==> src/rtl/frame_rr_scheduler_pkg.sv <==
// Shared constants and types for the frame round-robin scheduler.
//  FIFO_W / EOF_BIT : FIFO word layout, [7:0] byte, [8] end-of-frame
//  state_t          : scheduler FSM encoding
//  fifo_word_t      : FIFO word payload as a packed struct
package frame_rr_scheduler_pkg;

    localparam int unsigned FIFO_W  = 9;
    localparam int unsigned EOF_BIT = 8;
    localparam int unsigned BYTE_W  = 8;

    typedef enum logic [1:0] {
        IDLE  = 2'd0,
        FWD   = 2'd1,
        DRAIN = 2'd2
    } state_t;

    typedef struct packed {
        logic              eof;
        logic [BYTE_W-1:0] data;
    } fifo_word_t;

endpackage

==> src/rtl/frame_rr_scheduler_if.sv <==
// Bus bundle between two rx FIFO read sides, one tx FIFO write side and the scheduler.
//  slave  : scheduler view (drives pops, the tx write, grant and statistics)
//  master : environment view (drives FIFO status/data and enable)
interface frame_rr_scheduler_if #(
    parameter int unsigned CNT_W = 16
);
    import frame_rr_scheduler_pkg::*;

    logic             enable;
    logic             rd0_en;
    fifo_word_t       rd0_data;
    logic             rd0_empty;
    logic             rd1_en;
    fifo_word_t       rd1_data;
    logic             rd1_empty;
    logic             wr_en;
    fifo_word_t       wr_data;
    logic             wr_full;
    logic [1:0]       grant;
    logic [CNT_W-1:0] frame_cnt0;
    logic [CNT_W-1:0] frame_cnt1;
    logic [CNT_W-1:0] trunc_cnt;

    modport slave (
        input  enable, rd0_data, rd0_empty, rd1_data, rd1_empty, wr_full,
        output rd0_en, rd1_en, wr_en, wr_data, grant, frame_cnt0, frame_cnt1, trunc_cnt
    );

    modport master (
        output enable, rd0_data, rd0_empty, rd1_data, rd1_empty, wr_full,
        input  rd0_en, rd1_en, wr_en, wr_data, grant, frame_cnt0, frame_cnt1, trunc_cnt
    );

endinterface

==> src/rtl/frame_rr_scheduler_rr_pick2.sv <==
// Combinational 2-way round-robin select.
//  i_req    : request per port (bit 0 = port 0)
//  i_last   : port that owned the previous frame
//  o_gnt_c  : one-hot pick, 0 when nothing requests
module frame_rr_scheduler_rr_pick2 (
    input  logic [1:0] i_req,
    input  logic       i_last,
    output logic [1:0] o_gnt_c
);

    // With both requesting, the port that did not go last wins.
    always_comb begin
        o_gnt_c = 2'b00;
        case (i_req)
            2'b01:   o_gnt_c = 2'b01;
            2'b10:   o_gnt_c = 2'b10;
            2'b11:   o_gnt_c = i_last ? 2'b01 : 2'b10;
            default: o_gnt_c = 2'b00;
        endcase
    end

endmodule

==> src/rtl/frame_rr_scheduler.sv <==
// Frame-granular round-robin merge of two FWFT rx FIFOs onto one tx FIFO write port.
// Frames are never interleaved; frames longer than MAX_LEN are cut, marked EOF and the
// remainder is drained from the source FIFO without being written.
//  sys_clk / reset_n : clock, asynchronous active-low reset
//  io_bus.enable     : allow new grants (a frame in progress always completes)
//  io_bus.rd*_*      : rx FIFO read sides; rd*_en pops the presented word combinationally
//  io_bus.wr_*       : tx FIFO write side; wr_en/wr_data registered, wr_full is programmable-full
//  io_bus.grant      : one-hot owner of the current frame
//  io_bus.*_cnt      : forwarded-frame and truncated-frame statistics (wrapping)
module frame_rr_scheduler
    import frame_rr_scheduler_pkg::*;
#(
    parameter int unsigned MAX_LEN = 1522,
    parameter int unsigned LEN_W   = 11,
    parameter int unsigned CNT_W   = 16
) (
    input  logic                  sys_clk,
    input  logic                  reset_n,
    frame_rr_scheduler_if.slave   io_bus
);

    state_t           r_state,      w_state_nxt;
    logic [1:0]       r_grant,      w_grant_nxt;
    logic             r_last,       w_last_nxt;
    logic [LEN_W-1:0] r_len,        w_len_nxt;
    logic             r_wr_en,      w_wr_en_nxt;
    fifo_word_t       r_wr_data,    w_wr_data_nxt;
    logic [CNT_W-1:0] r_frame_cnt0, w_frame_cnt0_nxt;
    logic [CNT_W-1:0] r_frame_cnt1, w_frame_cnt1_nxt;
    logic [CNT_W-1:0] r_trunc_cnt,  w_trunc_cnt_nxt;

    logic [1:0]       w_pick;
    logic             w_sel1;
    logic             w_g_empty;
    fifo_word_t       w_g_word;
    logic             w_pop;

    frame_rr_scheduler_rr_pick2 u_rr_pick2 (
        .i_req   ({~io_bus.rd1_empty, ~io_bus.rd0_empty}),
        .i_last  (r_last),
        .o_gnt_c (w_pick)
    );

    // Granted port's FIFO view; grant is 0 in IDLE where no pop happens anyway.
    assign w_sel1    = r_grant[1];
    assign w_g_empty = w_sel1 ? io_bus.rd1_empty : io_bus.rd0_empty;
    assign w_g_word  = w_sel1 ? io_bus.rd1_data  : io_bus.rd0_data;

    // State and datapath registers.
    always_ff @(posedge sys_clk or negedge reset_n) begin
        if (!reset_n) begin
            r_state      <= IDLE;
            r_grant      <= 2'b00;
            r_last       <= 1'b1;
            r_len        <= '0;
            r_wr_en      <= 1'b0;
            r_wr_data    <= '0;
            r_frame_cnt0 <= '0;
            r_frame_cnt1 <= '0;
            r_trunc_cnt  <= '0;
        end else begin
            r_state      <= w_state_nxt;
            r_grant      <= w_grant_nxt;
            r_last       <= w_last_nxt;
            r_len        <= w_len_nxt;
            r_wr_en      <= w_wr_en_nxt;
            r_wr_data    <= w_wr_data_nxt;
            r_frame_cnt0 <= w_frame_cnt0_nxt;
            r_frame_cnt1 <= w_frame_cnt1_nxt;
            r_trunc_cnt  <= w_trunc_cnt_nxt;
        end
    end

    // Next-state, pop and write decisions.
    always_comb begin
        w_state_nxt      = r_state;
        w_grant_nxt      = r_grant;
        w_last_nxt       = r_last;
        w_len_nxt        = r_len;
        w_wr_en_nxt      = 1'b0;
        w_wr_data_nxt    = r_wr_data;
        w_frame_cnt0_nxt = r_frame_cnt0;
        w_frame_cnt1_nxt = r_frame_cnt1;
        w_trunc_cnt_nxt  = r_trunc_cnt;
        w_pop            = 1'b0;

        case (r_state)
            IDLE: begin
                if (io_bus.enable && (w_pick != 2'b00)) begin
                    w_grant_nxt = w_pick;
                    w_len_nxt   = '0;
                    w_state_nxt = FWD;
                end
            end

            FWD: begin
                // wr_full leaves one free entry, enough for the write already in flight.
                w_pop = !w_g_empty && !io_bus.wr_full;
                if (w_pop) begin
                    w_wr_en_nxt   = 1'b1;
                    w_wr_data_nxt = w_g_word;
                    w_len_nxt     = r_len + LEN_W'(1);
                    if (w_g_word.eof || (r_len == LEN_W'(MAX_LEN - 1))) begin
                        w_last_nxt = w_sel1;
                        if (w_sel1) w_frame_cnt1_nxt = r_frame_cnt1 + CNT_W'(1);
                        else        w_frame_cnt0_nxt = r_frame_cnt0 + CNT_W'(1);
                        if (w_g_word.eof) begin
                            w_grant_nxt = 2'b00;
                            w_state_nxt = IDLE;
                        end else begin
                            // MAX_LEN-th byte without EOF: close the frame here, drop the rest.
                            w_wr_data_nxt.eof = 1'b1;
                            w_trunc_cnt_nxt   = r_trunc_cnt + CNT_W'(1);
                            w_state_nxt       = DRAIN;
                        end
                    end
                end
            end

            DRAIN: begin
                w_pop = !w_g_empty;
                if (w_pop && w_g_word.eof) begin
                    w_grant_nxt = 2'b00;
                    w_state_nxt = IDLE;
                end
            end

            default: begin
                w_grant_nxt = 2'b00;
                w_state_nxt = IDLE;
            end
        endcase
    end

    assign io_bus.rd0_en     = w_pop & ~w_sel1;
    assign io_bus.rd1_en     = w_pop &  w_sel1;
    assign io_bus.wr_en      = r_wr_en;
    assign io_bus.wr_data    = r_wr_data;
    assign io_bus.grant      = r_grant;
    assign io_bus.frame_cnt0 = r_frame_cnt0;
    assign io_bus.frame_cnt1 = r_frame_cnt1;
    assign io_bus.trunc_cnt  = r_trunc_cnt;

endmodule

==> src/flat_wrapper.sv <==
// flat-port wrapper written by rule: the top's interface ports become plain ports
module frame_rr_scheduler_flat import frame_rr_scheduler_pkg::*;
#(
    parameter int unsigned MAX_LEN = 1522,
    parameter int unsigned LEN_W   = 11,
    parameter int unsigned CNT_W   = 16
)
  (sys_clk, reset_n, io_bus_enable, io_bus_rd0_data, io_bus_rd0_empty, io_bus_rd1_data, io_bus_rd1_empty, io_bus_wr_full, io_bus_rd0_en, io_bus_rd1_en, io_bus_wr_en, io_bus_wr_data, io_bus_grant, io_bus_frame_cnt0, io_bus_frame_cnt1, io_bus_trunc_cnt);
  frame_rr_scheduler_if #(.CNT_W(CNT_W)) io_bus_i ();
  input  logic sys_clk;
  input  logic reset_n;
  input wire logic [$bits(io_bus_i.enable)-1:0] io_bus_enable;
  input wire logic [$bits(io_bus_i.rd0_data)-1:0] io_bus_rd0_data;
  input wire logic [$bits(io_bus_i.rd0_empty)-1:0] io_bus_rd0_empty;
  input wire logic [$bits(io_bus_i.rd1_data)-1:0] io_bus_rd1_data;
  input wire logic [$bits(io_bus_i.rd1_empty)-1:0] io_bus_rd1_empty;
  input wire logic [$bits(io_bus_i.wr_full)-1:0] io_bus_wr_full;
  output wire logic [$bits(io_bus_i.rd0_en)-1:0] io_bus_rd0_en;
  output wire logic [$bits(io_bus_i.rd1_en)-1:0] io_bus_rd1_en;
  output wire logic [$bits(io_bus_i.wr_en)-1:0] io_bus_wr_en;
  output wire logic [$bits(io_bus_i.wr_data)-1:0] io_bus_wr_data;
  output wire logic [$bits(io_bus_i.grant)-1:0] io_bus_grant;
  output wire logic [$bits(io_bus_i.frame_cnt0)-1:0] io_bus_frame_cnt0;
  output wire logic [$bits(io_bus_i.frame_cnt1)-1:0] io_bus_frame_cnt1;
  output wire logic [$bits(io_bus_i.trunc_cnt)-1:0] io_bus_trunc_cnt;
  assign io_bus_i.enable = io_bus_enable;
  assign io_bus_i.rd0_data = io_bus_rd0_data;
  assign io_bus_i.rd0_empty = io_bus_rd0_empty;
  assign io_bus_i.rd1_data = io_bus_rd1_data;
  assign io_bus_i.rd1_empty = io_bus_rd1_empty;
  assign io_bus_i.wr_full = io_bus_wr_full;
  assign io_bus_rd0_en = io_bus_i.rd0_en;
  assign io_bus_rd1_en = io_bus_i.rd1_en;
  assign io_bus_wr_en = io_bus_i.wr_en;
  assign io_bus_wr_data = io_bus_i.wr_data;
  assign io_bus_grant = io_bus_i.grant;
  assign io_bus_frame_cnt0 = io_bus_i.frame_cnt0;
  assign io_bus_frame_cnt1 = io_bus_i.frame_cnt1;
  assign io_bus_trunc_cnt = io_bus_i.trunc_cnt;
  frame_rr_scheduler #(.MAX_LEN(MAX_LEN), .LEN_W(LEN_W), .CNT_W(CNT_W)) u_core (.sys_clk(sys_clk), .reset_n(reset_n), .io_bus(io_bus_i));
endmodule
==> config.mk <==
export PLATFORM = sky130hd
export DESIGN_NAME = frame_rr_scheduler_flat
export DESIGN_NICKNAME = d
export VERILOG_FILES = /design/src/rtl/frame_rr_scheduler_pkg.sv /design/src/rtl/frame_rr_scheduler_if.sv /design/src/rtl/frame_rr_scheduler_rr_pick2.sv /design/src/rtl/frame_rr_scheduler.sv /design/src/flat_wrapper.sv
export SDC_FILE = /design/constraint.sdc
export NUM_CORES = 1
export LEC_CHECK = 0
export CORE_ASPECT_RATIO = 0.7
export CORE_MARGIN = 2
export CORE_UTILIZATION = 54
export DETAILED_ROUTE_END_ITERATION = 7
export PLACE_DENSITY = 0.86
export RECOVER_POWER = 100
export SETUP_SLACK_MARGIN = 0.2
export SLEW_MARGIN = 20
export SYNTH_ARGS = -nofsm -noshare
export SYNTH_HDL_FRONTEND = slang
export SYNTH_SLANG_ARGS = --single-unit
==> constraint.sdc <==
create_clock -name sys_clk -period 3.3 [get_ports sys_clk]
set_clock_uncertainty 0.1 [all_clocks]
set_input_delay 0.66 -clock sys_clk [delete_from_list [all_inputs] [get_ports sys_clk]]
set_output_delay 0.66 -clock sys_clk [all_outputs]
set_load 0.005 [all_outputs]
; ---- Word level (Yosys, flattened, before mapping)
; Cells that the tools add are included.
[word_totals]
elab_cells = 70
output_inout_bits = 62
inputBits = 24
reg_bits = 74
[classes]
mux = 22
eq_ne = 11
add_sub_neg = 4
n_reduce_logical = 17
bitwise = 6
[ops]
columns = op, count
row1 = adder 16 x 1 -> 16 bit (second input constant), 3
row2 = two-way mux 11 bit, 2
row3 = case mux 11 bit (2 select lines), 1
row4 = two-way mux 2 bit, 10
row5 = case mux 2 bit (3 select lines), 3
row6 = AND reduction 4 bit, 4
row7 = adder 11 x 1 -> 11 bit (second input constant), 1
row8 = == test 11 bit (second input constant), 1
row9 = inequality test 2 x 1 -> 1 bit (second input constant), 5
row10 = two-way mux 9 bit, 1
row11 = == test 2 bit (second input constant), 3
row12 = AND reduction 3 bit, 2
row13 = AND reduction 5 bit, 1
row14 = == test 2 x 1 -> 1 bit (second input constant), 2
row15 = two-way mux 1 bit, 4
row16 = NOT 1 bit, 4
row17 = nonzero test 2 bit, 2
row18 = logical AND 1 bit, 3
row19 = AND 1 bit, 2
row20 = zero test 1 bit, 2
row21 = zero test 2 bit, 1
row22 = case mux 1 bit (2 select lines), 1
row23 = AND reduction 2 bit, 1
row24 = logical OR 1 bit, 1

; ---- Longest topological paths before layout
[depth]
word_depth = 7
ltp_mapped = 10
mapped_depth_nobuf = 8

; ---- Hierarchy
; Synthesis repeated with hierarchy kept, for this count alone.
[unflattened]
cells_unflattened = 370
area_unflattened_um2 = 3804.9
[by_module_without_submodules]
columns = module, instances, cells_each, seq_area_each_um2, area_each_um2
row1 = frame_rr_scheduler, 1, 367, 1853.0, 3786.1
row2 = frame_rr_scheduler_rr_pick2, 1, 3, 0.0, 18.8

; ---- Worst setup path after synthesis
; No wires, ideal clock.
[synth_timing]
path_type = reg-to-output
startpoint = register u_core.r_state[1]
endpoint = output io_bus_rd1_en
required_time_ns = 2.540
t_arrival_ns = 1.744
path_buffers = 2
path_stages_with_launch = 9
slack_ns = 0.796
cell_sequence = dfrtp_1 -> inv_1 -> ha_1 -> clkbuf_1 -> nand2b_1 -> or2_2 -> clkbuf_1 -> o21ai_0 -> and3_1
[synth_between]
elab_chain_cells = 3
elab_cells_between_ends = 4
cone_classes = eq/ne: 2 / mux: 1 / bitwise: 1
[synth_lines]
columns = item, line
row1 = from (decl), frame_rr_scheduler.sv:22  ; state_t r_state, w_state_nxt;
row2 = from (signal assigned), frame_rr_scheduler.sv:62  ; r_state <= w_state_nxt;
row3 = == test 2 bit or == test 2 x 1 -> 1 bit (tied branches), frame_rr_scheduler.sv:87  ; case (r_state)
row4 = case mux 1 bit (2 select lines) (*), frame_rr_scheduler.sv:87
row5 = AND 1 bit (*), frame_rr_scheduler.sv:136  ; assign io_bus.rd1_en = w_pop & w_sel1;
row6 = to (decl), flat_wrapper.sv:19  ; output wire logic [$bits(io_bus_i.rd1_en)-1:0] io_bus_rd1_en;
; Every way passes the cells marked *; elsewhere a longest branch is shown, timed or not.

; ---- Final worst setup path
[layout_timing]
startpoint = input io_bus_wr_full
endpoint = output io_bus_rd0_en
[layout_between]
elab_chain_cells = 4
[layout_lines]
columns = item, line
row1 = from (decl), flat_wrapper.sv:17  ; input wire logic [$bits(io_bus_i.wr_full)-1:0] io_bus_wr_full;
row2 = zero test 1 bit, frame_rr_scheduler.sv:98  ; w_pop = !w_g_empty && !io_bus.wr_full;
row3 = logical AND 1 bit, frame_rr_scheduler.sv:98
row4 = case mux 1 bit (2 select lines), frame_rr_scheduler.sv:87
row5 = AND 1 bit, frame_rr_scheduler.sv:135  ; assign io_bus.rd0_en = w_pop & ~w_sel1;
row6 = to (decl), flat_wrapper.sv:18  ; output wire logic [$bits(io_bus_i.rd0_en)-1:0] io_bus_rd0_en;
; Every way passes these cells.

==> run metrics <==
max-slew violations 75; gr ovfl total 0; metal3 WL 610 µm; clk slew on worst S/H paths 0.08 ns; final wirelength 8438 µm; Yosys warning total 0; storage element area 1853 µm²; diode count 0; met2 routed WL 3852 µm; CP endpoint kind output port; status complete, but fails checks; Max Clock Freq 0.3239 GHz; Cell variety after synth 47; post-route DRC violation count 0; unrepaired setup endpoints after global routing false; initial antenna violation count 0; Max Used Layer met4; Vias 2912; Final HPWL DP 5944 µm; cell area after synthesis 3617 µm²; # clock sinks 74; fill count 464; Final setup violation count 0; part of the cycle the worst path needs 93.55%; # IOs 86; Max clock buf depth 2; clk_lat worst skew 0.35 ns; WL per Instance 15.89 µm; multi-input combinational cell area 1687 µm²; PortBufs 85; CTS tree built; most common cell after layout, fill and taps aside dfrtp_1; Die Wd 101.8 µm; DR iter-0 viols 146; CTS Root Cell clkbuf_8; Chip Height 72.48 µm; CP max stage delay 0.62 ns; Syn Area/Cell 10.61 µm²; vias in the first global route 2834; pin count of the biggest net entering global routing 75; TritonRoute pass-1 iters 5; global-route wire length before repair 13830 µm; cell with the largest stage delay on the worst path dlygate4sd3_1; gpl congestion 0.8612; most frequent cells in the layout 73 x dfrtp_1, 61 x dlygate4sd3_1, 41 x xnor2_1; post-synthesis sequential area ratio 51.23%; number of synthesized flops with an enable pin 0; worst setup path class primary input to output port; Seq cells post-synth 74; Net count, final 467; Die ar. 7380 µm²; vias per cell 5.484; DRT met1 WL 3883 µm; Slew @ Worst Pin 1.768 ns; area grow syn2layout 32.62%; worst relative slew slack -17.84%; failing checks capacitance limit, slew limit; Tmin final 3.087 ns; Global Route Usage Sum 24.39%; Crit Path Max Fanout 3; top_reg_cell synth dfrtp_1; ANT nets after route 0; starting density of the core 56.82%; Leak 2.307 nW; postcts setup bufs 0; row cnt 24; Worst EP required 2.54 ns; share of cells above drive strength 1 7.500%; CP cell instances clkdlybuf4s50_1 > nand2b_1 > a2111oi_4 > dlygate4sd3_1; post-synth net total 373; maximum VDD drop 350.2 µV; PD cells 548.9 nW/µm²; setup_tns 0 ns; max cap viols 1; final hold violations 0; Worst Hold Class flip-flop to flip-flop; Post-synth ARST share 100.0%; CTS buffer count 9; htree depth 3; Core ar. 6366 µm²; Power, Total 2.633 mW; CP Launch Type primary input; Cells after Synth 341; critical path arrival 2.33 ns
critical path: cells and delay by family:
kind                   cells  cell delay, ns
buffers and inverters      2            1.05
AND/OR/NAND/NOR            1            0.23
AO/OA/AOI/OAI              1            0.39
layer usage:
metal / track usage [%] / up-vias
met4: 7.259 / 0
met3: 8.189 / 10
met5: 0 / -
li1: - / 1384
met2: 36.33 / 100
met1: 34.24 / 1418
state kept, by name, indices dropped and copies added, names as in the netlist:
register / flops
u_core.io_bus.wr_en: 1
u_core.io_bus.trunc_cnt: 16
u_core.io_bus.wr_data: 9
u_core.r_last: 1
u_core.r_state: 2
u_core.r_len: 11
u_core.io_bus.frame_cnt0: 16
u_core.io_bus.frame_cnt1: 16
u_core.io_bus.grant: 2
cells in the mapped netlist, types with 5 or more instances:
cell type,n,area share (%)
mux2i_1,13,3.6
nor3_1,8,1.1
nand3_1,15,2.1
dfrtp_1,73,51
and3_1,12,2.1
xor2_1,11,2.7
o21ai_0,16,2.2
nor2_1,21,2.2
inv_1,13,1.3
nand2_1,37,3.8
xnor2_1,41,9.9
and4_1,5,1.2
nand4_1,18,3.1
ha_1,8,2.8
where the power goes:
group | internal (mW) | switching [mW] | leakage (nW)
logic | 0.346 | 0.384 | 1.19
clock network | 0.410 | 0.333 | 0.112
registers | 1.04 | 0.117 | 1.00
final timing paths:
check | startpoint | cells past startpoint | endpoint | slack [ns]
hold / removal | u_core.io_bus.frame_cnt1[15] | 1 | u_core.io_bus.frame_cnt1[15] | 0.37
min in group asynchronous | reset_n | 2 | u_core.r_len[2] | 0.77
hold reg to reg | u_core.io_bus.frame_cnt1[15] | 1 | u_core.io_bus.frame_cnt1[15] | 0.37
setup / recovery | io_bus_wr_full | 4 | io_bus_rd0_en | 0.21
setup reg to reg | u_core.r_state[1] | 8 | u_core.io_bus.frame_cnt0[14] | 0.57
max in group asynchronous | reset_n | 2 | u_core.io_bus.frame_cnt0[13] | 1.29
metrics by stage:
step	cells	worst slack, ns	util [%]	hold WS, ns	cell area [µm²]
6_report	531	0.2128	75.35	0.3686	4797
5_1_grt	531	0.1355	75.35	0.4020	4797
4_1_cts	531	0.1497	75.51	0.3782	4807
3_5_place_dp	515	0.1042	72.11	0.3634	4591
3_3_place_gp	515	0.03843	72.11	0.3607	4591
2_1_floorplan	341	0.7960	-	0.2644	3617
repair_timing:
item,in CTS,in global routing
pin swaps,0,0
hold buffers,0,0
gates resized for setup,3,3
setup endpoints to repair,2,1
logic make-up (layout without fill, tap and decap cells):
logic type	Yosys count	count (layout)	share of synthesized area (%)
AO/OA/AOI/OAI	33	33	6.019
XOR/XNOR	52	52	12.59
adder cells (fa/ha/maj)	8	8	2.767
buffers and inverters	22	121	2.421
flip-flops	74	74	51.23
multiplexers	17	17	4.842
AND/OR/NAND/NOR	135	135	20.13
layout make-up:
cell class	count	share of cell area [%]
clock buffer	12	3.443
clock inverter	4	1.017
inverter	13	1.017
multi-input combinational	245	35.16
sequential	74	38.63
tap	91	2.373
timing repair buffer	92	18.36
Power figures use the tool's default switching activity.
